`src/rtl/prga.sv`:
```
// ARC4 pseudo-random generation and decrypt engine: walks a length-prefixed
// ciphertext, swaps S entries in place and writes the length-prefixed plaintext.
module prga (
  input  logic       clk,
  input  logic       rst_n,
  input  logic       en_i,
  output logic       rdy_o,
  output logic [7:0] s_addr_o,
  input  logic [7:0] s_rddata_i,
  output logic [7:0] s_wrdata_o,
  output logic       s_wren_o,
  output logic [7:0] ct_addr_o,
  input  logic [7:0] ct_rddata_i,
  output logic [7:0] pt_addr_o,
  output logic [7:0] pt_wrdata_o,
  output logic       pt_wren_o
);

  typedef enum logic [2:0] {
    IDLE,
    LEN,
    RD_SI,
    RD_SJ,
    WR_SI,
    WR_SJ,
    RD_PAD,
    XOR_ST
  } state_t;

  state_t     state_q, state_d;
  logic [7:0] i_q, i_d;
  logic [7:0] j_q, j_d;
  logic [7:0] si_q, si_d;
  logic [7:0] sj_q, sj_d;
  logic [7:0] len_q, len_d;
  logic [7:0] jNew;

  assign jNew = j_q + s_rddata_i;

  always_ff @(posedge clk) begin
    if (!rst_n) begin
      state_q <= IDLE;
      i_q     <= 8'd0;
      j_q     <= 8'd0;
      si_q    <= 8'd0;
      sj_q    <= 8'd0;
      len_q   <= 8'd0;
    end else begin
      state_q <= state_d;
      i_q     <= i_d;
      j_q     <= j_d;
      si_q    <= si_d;
      sj_q    <= sj_d;
      len_q   <= len_d;
    end
  end

  // sj is captured before either swap write, so i==j writes the same value back
  always_comb begin
    state_d     = state_q;
    i_d         = i_q;
    j_d         = j_q;
    si_d        = si_q;
    sj_d        = sj_q;
    len_d       = len_q;
    rdy_o       = 1'b0;
    s_addr_o    = 8'd0;
    s_wrdata_o  = 8'd0;
    s_wren_o    = 1'b0;
    ct_addr_o   = 8'd0;
    pt_addr_o   = 8'd0;
    pt_wrdata_o = 8'd0;
    pt_wren_o   = 1'b0;

    case (state_q)
      IDLE: begin
        rdy_o = 1'b1;
        if (en_i) begin
          j_d     = 8'd0;
          state_d = LEN;
        end
      end
      LEN: begin
        len_d       = ct_rddata_i;
        pt_addr_o   = 8'd0;
        pt_wrdata_o = ct_rddata_i;
        pt_wren_o   = 1'b1;
        if (ct_rddata_i == 8'd0) begin
          state_d = IDLE;
        end else begin
          i_d     = 8'd1;
          state_d = RD_SI;
        end
      end
      RD_SI: begin
        s_addr_o = i_q;
        state_d  = RD_SJ;
      end
      RD_SJ: begin
        si_d     = s_rddata_i;
        j_d      = jNew;
        s_addr_o = jNew;
        state_d  = WR_SI;
      end
      WR_SI: begin
        sj_d       = s_rddata_i;
        s_addr_o   = j_q;
        s_wrdata_o = si_q;
        s_wren_o   = 1'b1;
        state_d    = WR_SJ;
      end
      WR_SJ: begin
        s_addr_o   = i_q;
        s_wrdata_o = sj_q;
        s_wren_o   = 1'b1;
        state_d    = RD_PAD;
      end
      RD_PAD: begin
        s_addr_o  = si_q + sj_q;
        ct_addr_o = i_q;
        state_d   = XOR_ST;
      end
      XOR_ST: begin
        pt_addr_o   = i_q;
        pt_wrdata_o = s_rddata_i ^ ct_rddata_i;
        pt_wren_o   = 1'b1;
        if (i_q == len_q) begin
          state_d = IDLE;
        end else begin
          i_d     = i_q + 8'd1;
          state_d = RD_SI;
        end
      end
      default: begin
        state_d = IDLE;
      end
    endcase
  end

endmodule
```
`config.mk`:
```
export PLATFORM = sky130hd
export DESIGN_NAME = prga
export DESIGN_NICKNAME = d
export VERILOG_FILES = /design/src/rtl/prga.sv
export SDC_FILE = /design/constraint.sdc
export NUM_CORES = 1
export LEC_CHECK = 0
export CAP_MARGIN = 40
export CORE_UTILIZATION = 39
export DETAILED_ROUTE_END_ITERATION = 12
export PLACE_DENSITY = 0.73
export SLEW_MARGIN = 20
export SYNTH_ARGS = -nofsm -noshare
export SYNTH_HDL_FRONTEND = slang
export SYNTH_SLANG_ARGS = --single-unit
```
`constraint.sdc`:
```
create_clock -name clk -period 2.6 [get_ports clk]
set_clock_uncertainty 0.15 [all_clocks]
set_input_delay 0.52 -clock clk [delete_from_list [all_inputs] [get_ports clk]]
set_output_delay 0.52 -clock clk [all_outputs]
set_load 0.01 [all_outputs]
```
Word level (Yosys, flattened, before mapping)
Cells that the tools add are included.
Widths: inputs -> output; s select.

storage, ports and cells
  register bits after elaboration = 43
  word-level logic and storage cells = 47
  RAM bits = 0
  bits of input ports = 19
  memory bits (read-only) = 0
  memories kept = 0
  bits in latches = 0

operators by class
  equal/unequal tests = 11
  div/mod/pow operators = 0
  bitwise gates (word level) = 1
  reduce and logical (&&, ||, !) cells = 9
  shift operators = 0
  multiply operators = 0
  $lt $le $gt $ge = 0
  add/subtract/negate cells = 3
  muxes and demuxes = 17

operator list
  operator             count
  $pmux 8 s2           4
  $mux 8               5
  $pmux 8 s4           1
  $pmux 3 s8           1
  $add 8x8->8          2
  $eq 3x3->1 const B   4
  $add 8x1->8 const B  1
  $eq 8x8->1           1
  $logic_not 8->1      1
  $xor 8x8->8          1
  $eq 3x2->1 const B   2
  $ne 2x2->1 const B   3
  $reduce_or 2->1      3
  $mux 2               2
  $reduce_bool 2->1    2
  $eq 3x1->1 const B   1
  $logic_not 3->1      1
  $mux 1               3
  $mux 3               1
  $reduce_and 3->1     1
  $reduce_and 2->1     1

Depth between registers and ports, before layout
Gate-level depths: netlist of run 1.

  word-level depth = 3
  gate-level depth with buffers = 8
  depth with buffers taken out = 8

Worst setup path after synthesis of run 1
OpenSTA, ideal clock, no wires.

  path kind = input-to-output
  start = input port s_rddata_i[0]
  end = output port s_addr_o[4]
  arrival time = 1.915 ns
  path slack = 0.015 ns
  stages = 8
  cell sequence = ha_1 inv_1 fa_1 nand2b_1 a21oi_1 nor2_1 or3_1 o311ai_0

on the way
  word-level cells in the longest chain between the ends = 2

RTL lines
  item                RTL line  RTL
  start: declaration  9         input logic [7:0] s_rddata_i,
  $add 8x8->8         38        assign jNew = j_q + s_rddata_i;
  $pmux 8 s4          75        case (state_q)
  end: declaration    8         output logic [7:0] s_addr_o,

No other way between the ends.

Worst setup path after layout of run 1
  start = register sj_q[0]
  end = output port s_addr_o[6]

on the way
  word-level cells in the longest chain between the ends = 2

RTL lines
  item                      RTL line  RTL
  start: declaration        34        logic [7:0] sj_q, sj_d;
  start signal: assignment  53        sj_q <= sj_d;
  $add 8x8->8               119       s_addr_o = si_q + sj_q;
  $pmux 8 s4                75

No other way between the ends.

==> results.yml, run 1 <==
detailed_routing:
  drtPass1Iterations: 5
  drt_iter0_markers: 320
  route.vias.total: 3690
  via_per_inst: 5.66
  wire_per_inst_um: 17.7
  drtAntennaViolNets: 0
  wirelength_um: 11500
  remaining_drc_errors: 0
layout:
  final.fill_count: 646
  nets: 585
  drive_above_1_share: 0.296
  post-route-util: 0.623
  multi_input_area_um2: 2350
  ff_latch_area_um2: 872
  area_growth_pct: 54.7
  antenna_cells: 0
yosys:
  netlist_area_um2: 3110
  synth_top_cell_area_share: 0.277
  yosysMostFrequentCell: "nand2_1"
  synth-simple-area-share: 0.260
  yosysTopAreaCell: "dfxtp_1"
  synth_edf_count: 0
  synth_top_family_by_area: "simple AND/OR/NAND/NOR gates"
  synthArstFlopShare: 0
  synth.area.top_cells: "dfxtp_1 28%, nand2_1 8.2%, a21oi_1 7.4%"
  synth_compound_area_frac: 0.228
  syn-mean-instance-area_um2: 7.48
  netlist_instances: 416
  synthXorXnorAreaFrac: 0.0507
  synthTopCellsByCount: "68 x nand2_1, 46 x a21oi_1, 43 x dfxtp_1, 43 x nor2_1, 36 x o21ai_0"
  ys_ff_latch: 43
  synthFlopType: "dfxtp_1"
  synthAdderAreaFrac: 0.0732
  ys.warnings.count: 0
  synth.distinct_cells: 54
  ys_seq_area_frac: 0.277
  synthesis.nets: 452
  synth_mux_area_frac: 0.0651
timing:
  rsz0062_at_grt: "true"
  finalMaxSlewViolations: 0
  slew_headroom: 0.591
  fmax_mhz: 325
  hold_violations: 0
  setup_ws_ns: -0.474
  final-setup-viol-count: 6
  finalCritPeriodShare: 1.18
  min_period_ns: 3.07
  max_slew.worst_pin.slew_ns: 0.612
hold_path:
  min-delay-start: "len_q[3]"
  hold_class: "reg -> reg"
  holdPathEnd: "len_q[3]"
  hold_depth: 2
worst_setup_path:
  cp.required_ns: 1.93
  rr_worst_depth: 13
  path_class: "reg -> out"
  path_max_fanout: 2
  crit_slowest_cell: "fa_2"
  worstPathCellList: "ha_4, fa_2, a211oi_4, o21bai_1, a21oi_1, xor2_1, o211ai_1, buf_2"
  cp-start-kind: "register"
  arrival_ns: 2.40
  cp-end-kind: "primary output"
  slowest_delay_ns: 0.39
  reg2reg_to: "j_q[5]"
  regToRegSetupSlack_ns: 0.34
  rr_startpoint: "j_q[0]"
pwr:
  p_switching_uw: 581
  p_clk_frac: 0.309
  combPwrFrac: 0.302
  powerDensity_nw_per_um2: 382
  swShare: 0.316
  power.leakage_nw: 2.14
  seqPwrFrac: 0.389
  vdd_ir_drop_max_mv: 0.173
  internal_power_mw: 1.26
  power.total_mw: 1.84
clocking:
  cts_max_level: 2
  cts.path.max_buffers: 2
  cts_buffers: 5
  clkTransAtPathRegs_ns: 0.09
  cts-root-buf: "clkbuf_8"
  insertion_delay_ns: 0.31
  cts_sinks: 43
  cts_tree: "yes"
grt:
  grt_pass1_vias: 3489
  gr-total-overflow: 0
  grt_max_degree: 29
  grt_pass1_wl_um: 17300
  gr-usage-all-layers: 0.264
  antenna_found_initial: 0
place:
  place_worst_setup_slack_ns: -1.13
  port_buffers: 61
  dp_hpwl_um: 7550
  globalplace.congestion: 0.956
flow_run:
  maxCapViolCount: 0
floorplanning:
  io_pins: 62
  fp.dieArea_um2: 8340
  core.rowCount: 32
  die_w_um: 91.3
  initial_utilization: 0.403
  coreArea_um2: 7730
  die_y_um: 91.3
run_status:
  violations: "setup timing"
  status: "complete, but fails checks"
-- how the worst max path moves through the flow --
stage | cells past startpoint | to | slack [ns] | startpoint
final | 8 | s_addr_o[6] | -0.47 | sj_q[0]
after global routing | 8 | s_addr_o[6] | -0.58 | sj_q[0]
after CTS | 8 | s_addr_o[6] | -0.35 | sj_q[0]
after detailed placement | 10 | s_addr_o[4] | -1.13 | s_rddata_i[0]
after global placement | 10 | s_addr_o[4] | -1.14 | s_rddata_i[0]
after floorplan | 8 | s_addr_o[4] | 0.01 | s_rddata_i[0]
-- registers in the layout, summed over array words and instances, names as in the netlist --
name,flops
len_q,8
j_q,8
si_q,8
i_q,8
sj_q,8
state_q,3
-- power groups by stage --
stage	combinational [mW]	clock, mW	sequential (mW)
2_1_floorplan	0.268	0	0.718
3_3_place_gp	0.493	0	0.723
3_5_place_dp	0.502	0	0.724
4_1_cts	0.521	0.560	0.713
5_1_grt	0.593	0.598	0.719
6_report	0.556	0.569	0.716
-- repair_timing --
item	in CTS	in global routing
gates resized for setup	101	30
gates cloned	0	0
pin swaps	29	16
setup buffers	11	4
endpoints found under the setup margin	27	21
hold buffers	0	0
-- layout by cell type, fill, tap and decap left out, drive strengths merged, types with 4 or more instances in the layout --
| master | instances |
|---|---|
| ha | 15 |
| dfxtp | 43 |
| dlygate4sd2 | 10 |
| inv | 6 |
| a211oi | 4 |
| mux2i | 18 |
| nand2b | 8 |
| a21oi | 46 |
| a21o | 4 |
| xnor2 | 6 |
| o21bai | 4 |
| o21ai | 37 |
| buf | 100 |
| clkdlybuf4s50 | 32 |
| dlymetal6s2s | 7 |
| xor2 | 12 |
| nand2 | 69 |
| clkbuf | 7 |
| and3 | 9 |
| nand3 | 5 |
| o211ai | 9 |
| and2 | 9 |
| nor2 | 43 |
-- stage by stage --
step                      setup TNS [ns]  area (um^2)  hold slack, ns  instances
final                              -1.39         4810           0.324        652
after global routing               -1.82         4810           0.358        652
after CTS                          -1.18         4690           0.324        650
after detailed placement           -7.84         4350           0.312        632
after global placement             -7.70         4350           0.309        632
after floorplan                        0         3110           0.298        416
-- metal layers --
metal,GRT usage,wire (um)
met1,0.328,4630
met2,0.451,5530
met3,0.0369,831
met4,0.118,547
met5,0,0
-- area by class of cell --
| cell class | count | share of cell area |
|---|---|---|
| tap | 102 | 0.0265 |
| sequential | 43 | 0.181 |
| clock buffer | 6 | 0.0172 |
| inverter | 7 | 0.00546 |
| timing repair buffer | 152 | 0.274 |
| multi-input combinational | 340 | 0.488 |
| clock inverter | 2 | 0.00728 |
-- worst max-delay path, delay by kind of cell, from the launching register on --
family	cells	cell delay [ns]
XOR/XNOR	1	0.38
flip-flops	1	0.35
adder cells (fa/ha/maj)	2	0.56
AO/OA/AOI/OAI	4	0.65
buffers and inverters	1	0.16
-- kinds of logic after synthesis --
group,after synthesis
mux,20
simple gates,166
compound gates,119
buf+inv,33
flops,43
xor+xnor,18
fa+ha+maj,17
Note: power is estimated with default switching activity, not from simulation.
==> run 2, diff against run 1 <==
- CORE_UTILIZATION: 39 -> 35
- PLACE_DENSITY: 0.73 -> not set
==> run 2 against run 1 <==
  * The flow still finishes with violations (setup timing)
  * Power shrank 7.9%
  * Sequential power is essentially flat
  * Worst hold slack got worse by 0.0031 ns
  * Non-clock buffer count grew 3
  * Maximum frequency grew 6.9%
  * Die area up 11%
  * Global-route usage is 2.6 points lower
  * Cell count increased by 1.4%
  * Register-to-register slack got worse by 0.21 ns
  * First-iteration DRC count is 35% lower
  * Critical path depth unchanged
  * Core utilization decreased by 7.3 points
  * Critical path type unchanged
  * Largest cell class unchanged
  * Highest routed layer unchanged
==> results.yml, run 2 (synthesis gave the netlist of run 1 again) <==
timing:
  setup_ws_ns: -0.276
  max_slew.worst_pin.slew_ns: 0.655
  setup_tns_ns: -1.09
  finalCritPeriodShare: 1.11
  hold_violations: 0
  finalMaxSlewViolations: 0
  slew_headroom: 0.562
  min_period_ns: 2.88
  final-setup-viol-count: 6
  rsz0062_at_grt: "true"
  fmax_mhz: 348
grt:
  grt_pass1_vias: 3227
  grt_max_degree: 24
  antenna_found_initial: 0
  gr-usage-all-layers: 0.238
  gr-total-overflow: 0
  grt_pass1_wl_um: 16600
worst_setup_path:
  arrival_ns: 2.21
  path_buf_inv: 1
  cp.required_ns: 1.93
  path_max_fanout: 2
  worstPathCellList: "ha_4, fa_2, a211oi_2, o21bai_1, a21oi_2, xor2_1, o211ai_1, buf_2"
  crit_slowest_cell: "fa_2"
  cp_top_family: "compound AO/OA/AOI/OAI gates"
  path_class: "reg -> out"
  cp-end-kind: "primary output"
  cp-start-kind: "register"
  slowest_delay_ns: 0.37
detailed_routing:
  drtAntennaViolNets: 0
  remaining_drc_errors: 0
  wire_per_inst_um: 16.1
  route.vias.total: 3447
  drt_iter0_markers: 207
  drtPass1Iterations: 4
  via_per_inst: 5.21
  wirelength_um: 10600
floorplanning:
  die_w_um: 96.3
  io_pins: 62
  fp.dieArea_um2: 9270
  coreArea_um2: 8680
  initial_utilization: 0.359
  core.rowCount: 34
  die_y_um: 96.3
layout:
  final_common_cell: "buf_4"
  nets: 588
  mostFrequentLayoutCells: "84 x buf_4, 68 x nand2_1, 43 x nor2_1"
  area_growth_pct: 53.5
  final_cell_area_um2: 4780
  drive_above_1_share: 0.306
  final.fill_count: 842
  antenna_cells: 0
  post-route-util: 0.550
place:
  port_buffers: 61
  place_worst_setup_slack_ns: -1.22
  dpl-instance-area_um2: 4310
  dp_hpwl_um: 7930
  globalplace.congestion: 0.904
flow_run:
  maxCapViolCount: 0
run_status:
  violations: "setup timing"
  status: "complete, but fails checks"
clocking:
  clkTransAtPathRegs_ns: 0.08
  cts_sinks: 43
  insertion_delay_ns: 0.30
  cts-root-buf: "clkbuf_8"
  cts_tree: "yes"
  cts.path.max_buffers: 2
  cts_buffers: 5
  cts_max_level: 2
hold_path:
  hold_class: "reg -> reg"
pwr:
  powerDensity_nw_per_um2: 355
  vdd_ir_drop_max_mv: 0.218
  power.total_mw: 1.70
  power.leakage_nw: 2.12
==> run 2: cell count changes in the layout (fill, tap and decap cells not counted), moves of 3 or more <==
cell / previous run / this run
dfxtp_2: 6 / 10
dlygate4sd2_1: 10 / 21
clkdlybuf4s50_1: 32 / 24
dlymetal6s2s_1: 7 / 3
buf_2: 8 / 11
dfxtp_1: 36 / 33
==> run 2: worst reg2reg max path, delay by kind of cell, from the launching register on <==
family | cells | cell delay, ns
AO/OA/AOI/OAI | 4 | 0.63
multiplexers | 1 | 0.15
adder cells (fa/ha/maj) | 1 | 0.30
flip-flops | 1 | 0.34
buffers and inverters | 7 | 0.86
==> run 2: worst paths after layout <==
check | startpoint | endpoint | slack [ns] | cells after the start
max | si_q[0] | s_addr_o[6] | -0.28 | 8
max reg2reg | j_q[2] | j_q[7] | 0.13 | 13
min reg2reg | len_q[1] | len_q[1] | 0.32 | 2
min | len_q[1] | len_q[1] | 0.32 | 2
==> run 2: repair_timing <==
| item | in CTS | in global routing |
|---|---|---|
| setup endpoints to repair | 25 | 15 |
| pin swaps | 32 | 18 |
| gates resized for setup | 117 | 23 |
| setup buffers | 18 | 5 |
| hold buffers | 0 | 0 |
==> run 2: through the flow <==
| stage | instances | hold slack, ns |
|---|---|---|
| final | 661 | 0.321 |
| after global routing | 661 | 0.357 |
| after CTS | 656 | 0.323 |
| after detailed placement | 630 | 0.312 |
| after global placement | 630 | 0.309 |
| after floorplan | 416 | 0.298 |
==> run 2: layout make-up <==
type                            count  area, um^2  share of cell area
Tap cell                          108         135              0.0283
Timing Repair Buffer              155        1310               0.275
Clock buffer                        7        76.3              0.0160
Sequential cell                    43         873               0.183
Inverter                            7        26.3             0.00550
Clock inverter                      1        5.00             0.00105
Multi-Input combinational cell    340        2350               0.492
==> run 2: layer usage <==
| metal | share of wire | wire (um) | track usage | vias up |
|---|---|---|---|---|
| met5 | 0 | 0 | 0 | - |
| met4 | 0.0064 | 68 | 0.0502 | 0 |
| met3 | 0.038 | 399 | 0.0284 | 7 |
| met2 | 0.48 | 5050 | 0.381 | 76 |
| met1 | 0.48 | 5110 | 0.340 | 1634 |
| li1 | - | - | - | 1730 |
==> run 2: where the power goes <==
part | total, mW | internal, mW | switching, mW
sequential | 0.714 | 0.688 | 0.0260
clock | 0.431 | 0.189 | 0.242
combinational | 0.551 | 0.260 | 0.291
==> run 3, diff against run 2 <==
- clock period: 2.6 -> 3.2 ns (I/O delays scaled with it)
==> run 3 against run 2 <==
  * The run now ends clean
  * Power fell by 16%
  * Cell count fell by 5.7%
  * Clock power rose by 5.3%
  * Critical endpoint is now s_addr_o[7]
  * First-iteration DRC count rose by 1.9%
  * Non-clock buffer count fell by 38
  * Worst setup slack improved by 0.32 ns
  * Final area fell by 7.8%
  * Critical path depth did not move
  * Sequential power fell by 19%
  * Critical path type is now in -> out
  * Sequential cell count did not move
  * Clock-buffer cell count fell by 1
  * Die area did not move
==> results.yml, run 3 (synthesis gave the netlist of run 1 again) <==
grt:
  antenna_found_initial: 0
  grt_pass1_vias: 3182
  grt_pass1_wl_um: 16100
  grt_max_degree: 27
  gr-total-overflow: 0
  gr-usage-all-layers: 0.231
pwr:
  powerDensity_nw_per_um2: 324
  vdd_ir_drop_max_mv: 0.166
  combPwrFrac: 0.275
  seqPwrFrac: 0.406
  p_switching_uw: 440
  swShare: 0.309
  internal_power_uw: 985
  power.total_mw: 1.43
  p_clk_frac: 0.318
  power.leakage_nw: 1.79
detailed_routing:
  drt_iter0_markers: 211
  wirelength_um: 10300
  drtPass1Iterations: 4
  remaining_drc_errors: 0
  wire_per_inst_um: 16.5
  via_per_inst: 5.33
  drtAntennaViolNets: 0
  route.vias.total: 3320
timing:
  min_period_ns: 3.15
  final-setup-viol-count: 0
  fmax_mhz: 317
  hold_slack_ns: 0.325
  setup_ws_ns: 0.0463
  rsz0062_at_grt: "false"
  hold_violations: 0
  finalMaxSlewViolations: 0
  finalCritPeriodShare: 0.986
  slew_headroom: 0.603
  max_slew.worst_pin.slew_ns: 0.594
floorplanning:
  io_pins: 62
  die_w_um: 96.3
  initial_utilization: 0.359
  fp.dieArea_um2: 9270
  die_y_um: 96.3
  coreArea_um2: 8680
  core.rowCount: 34
worst_setup_path:
  crit_slowest_cell: "dlygate4sd2_1"
  cp-end-kind: "primary output"
  cp.required_ns: 2.41
  cp-start-kind: "input port"
  path_max_fanout: 2
  arrival_ns: 2.36
  path_class: "in -> out"
  worstPathCellList: "dlygate4sd2_1, ha_4, or2_2, o311a_1, o22ai_2, mux2i_1, o211ai_1, buf_2"
  slowest_delay_ns: 0.32
run_status:
  status: "completed"
clocking:
  cts_buffers: 5
  cts.path.max_buffers: 2
  insertion_delay_ns: 0.30
  cts_sinks: 43
  clkTransAtPathRegs_ns: 0.08
  cts-root-buf: "clkbuf_8"
  cts_tree: "yes"
  cts_max_level: 2
layout:
  post-route-util: 0.507
  drive_above_1_share: 0.216
  antenna_cells: 0
  final_common_cell: "nand2_1"
  area_growth_pct: 41.5
  mostFrequentLayoutCells: "68 x nand2_1, 55 x buf_4, 48 x clkdlybuf4s50_1"
  nets: 550
  final_cell_area_um2: 4400
place:
  place_worst_setup_slack_ns: -0.856
  dpl-instance-area_um2: 4060
  dp_hpwl_um: 7570
  port_buffers: 61
  globalplace.congestion: 0.933
hold_path:
  hold_class: "reg -> reg"
flow_run:
  maxCapViolCount: 0
[run 3: changes by cell type in the layout (fill, tap and decap cells not counted), sizes merged, moves of 3 or more]
cell,before,now
clkdlybuf4s50,24,48
dlygate4sd2,21,6
buf,106,61
dlymetal6s2s,3,0
[run 3: per-stage QoR]
step | setup TNS, ns | std cells
after floorplan | 0 | 416
after global placement | -4.21 | 601
after detailed placement | -4.42 | 601
after CTS | 0 | 621
after global routing | 0 | 623
final | 0 | 623
[run 3: cell type report]
type	instances	area, um^2
clock buffer	6	82.6
clock inverter	2	35.0
fill	883	4270
inverter	7	26.3
multi-input combinational	340	2260
sequential	43	865
tap	108	135
timing repair buffer	117	997
[run 3: power by group through the flow]
stage	clock network, mW	logic [mW]	registers [mW]
floorplan	0	0.217	0.583
global placement	0	0.368	0.589
detailed placement	0	0.371	0.590
CTS	0.460	0.383	0.578
global route	0.479	0.431	0.583
finish	0.454	0.393	0.579
[run 3: repair_timing]
action,4_1_cts,5_1_grt
buffers inserted,12,2
gates resized for setup,51,15
endpoints found under the setup margin,8,20
pin swaps,12,9
hold buffers,0,0
[run 3: critical path, delay by kind of cell]
kind	cells	cell delay, ns
muxes	1	0.26
AOI/OAI and AO/OA	3	0.44
buffers and inverters	2	0.48
and+or+nand+nor	1	0.31
adders and majority gates	1	0.24
[run 3: per-layer routing]
metal  part of all wire  global-route usage  vias to the layer above  routed length, um
li1                   -                   -                     1646                  -
met1               0.45               0.311                     1553               4620
met2               0.47               0.370                      104               4820
met3              0.053              0.0292                       17                542
met4              0.031              0.0968                        0                320
met5                  0                   0                        -                  0
[run 3: path summary, 6_finish.rpt]
path,start,cells after the start,endpoint,slack (ns)
max,s_rddata_i[5],8,s_addr_o[7],0.05
min,len_q[2],2,len_q[2],0.32
max reg2reg,j_q[0],14,j_q[7],0.71
min reg2reg,len_q[2],2,len_q[2],0.32
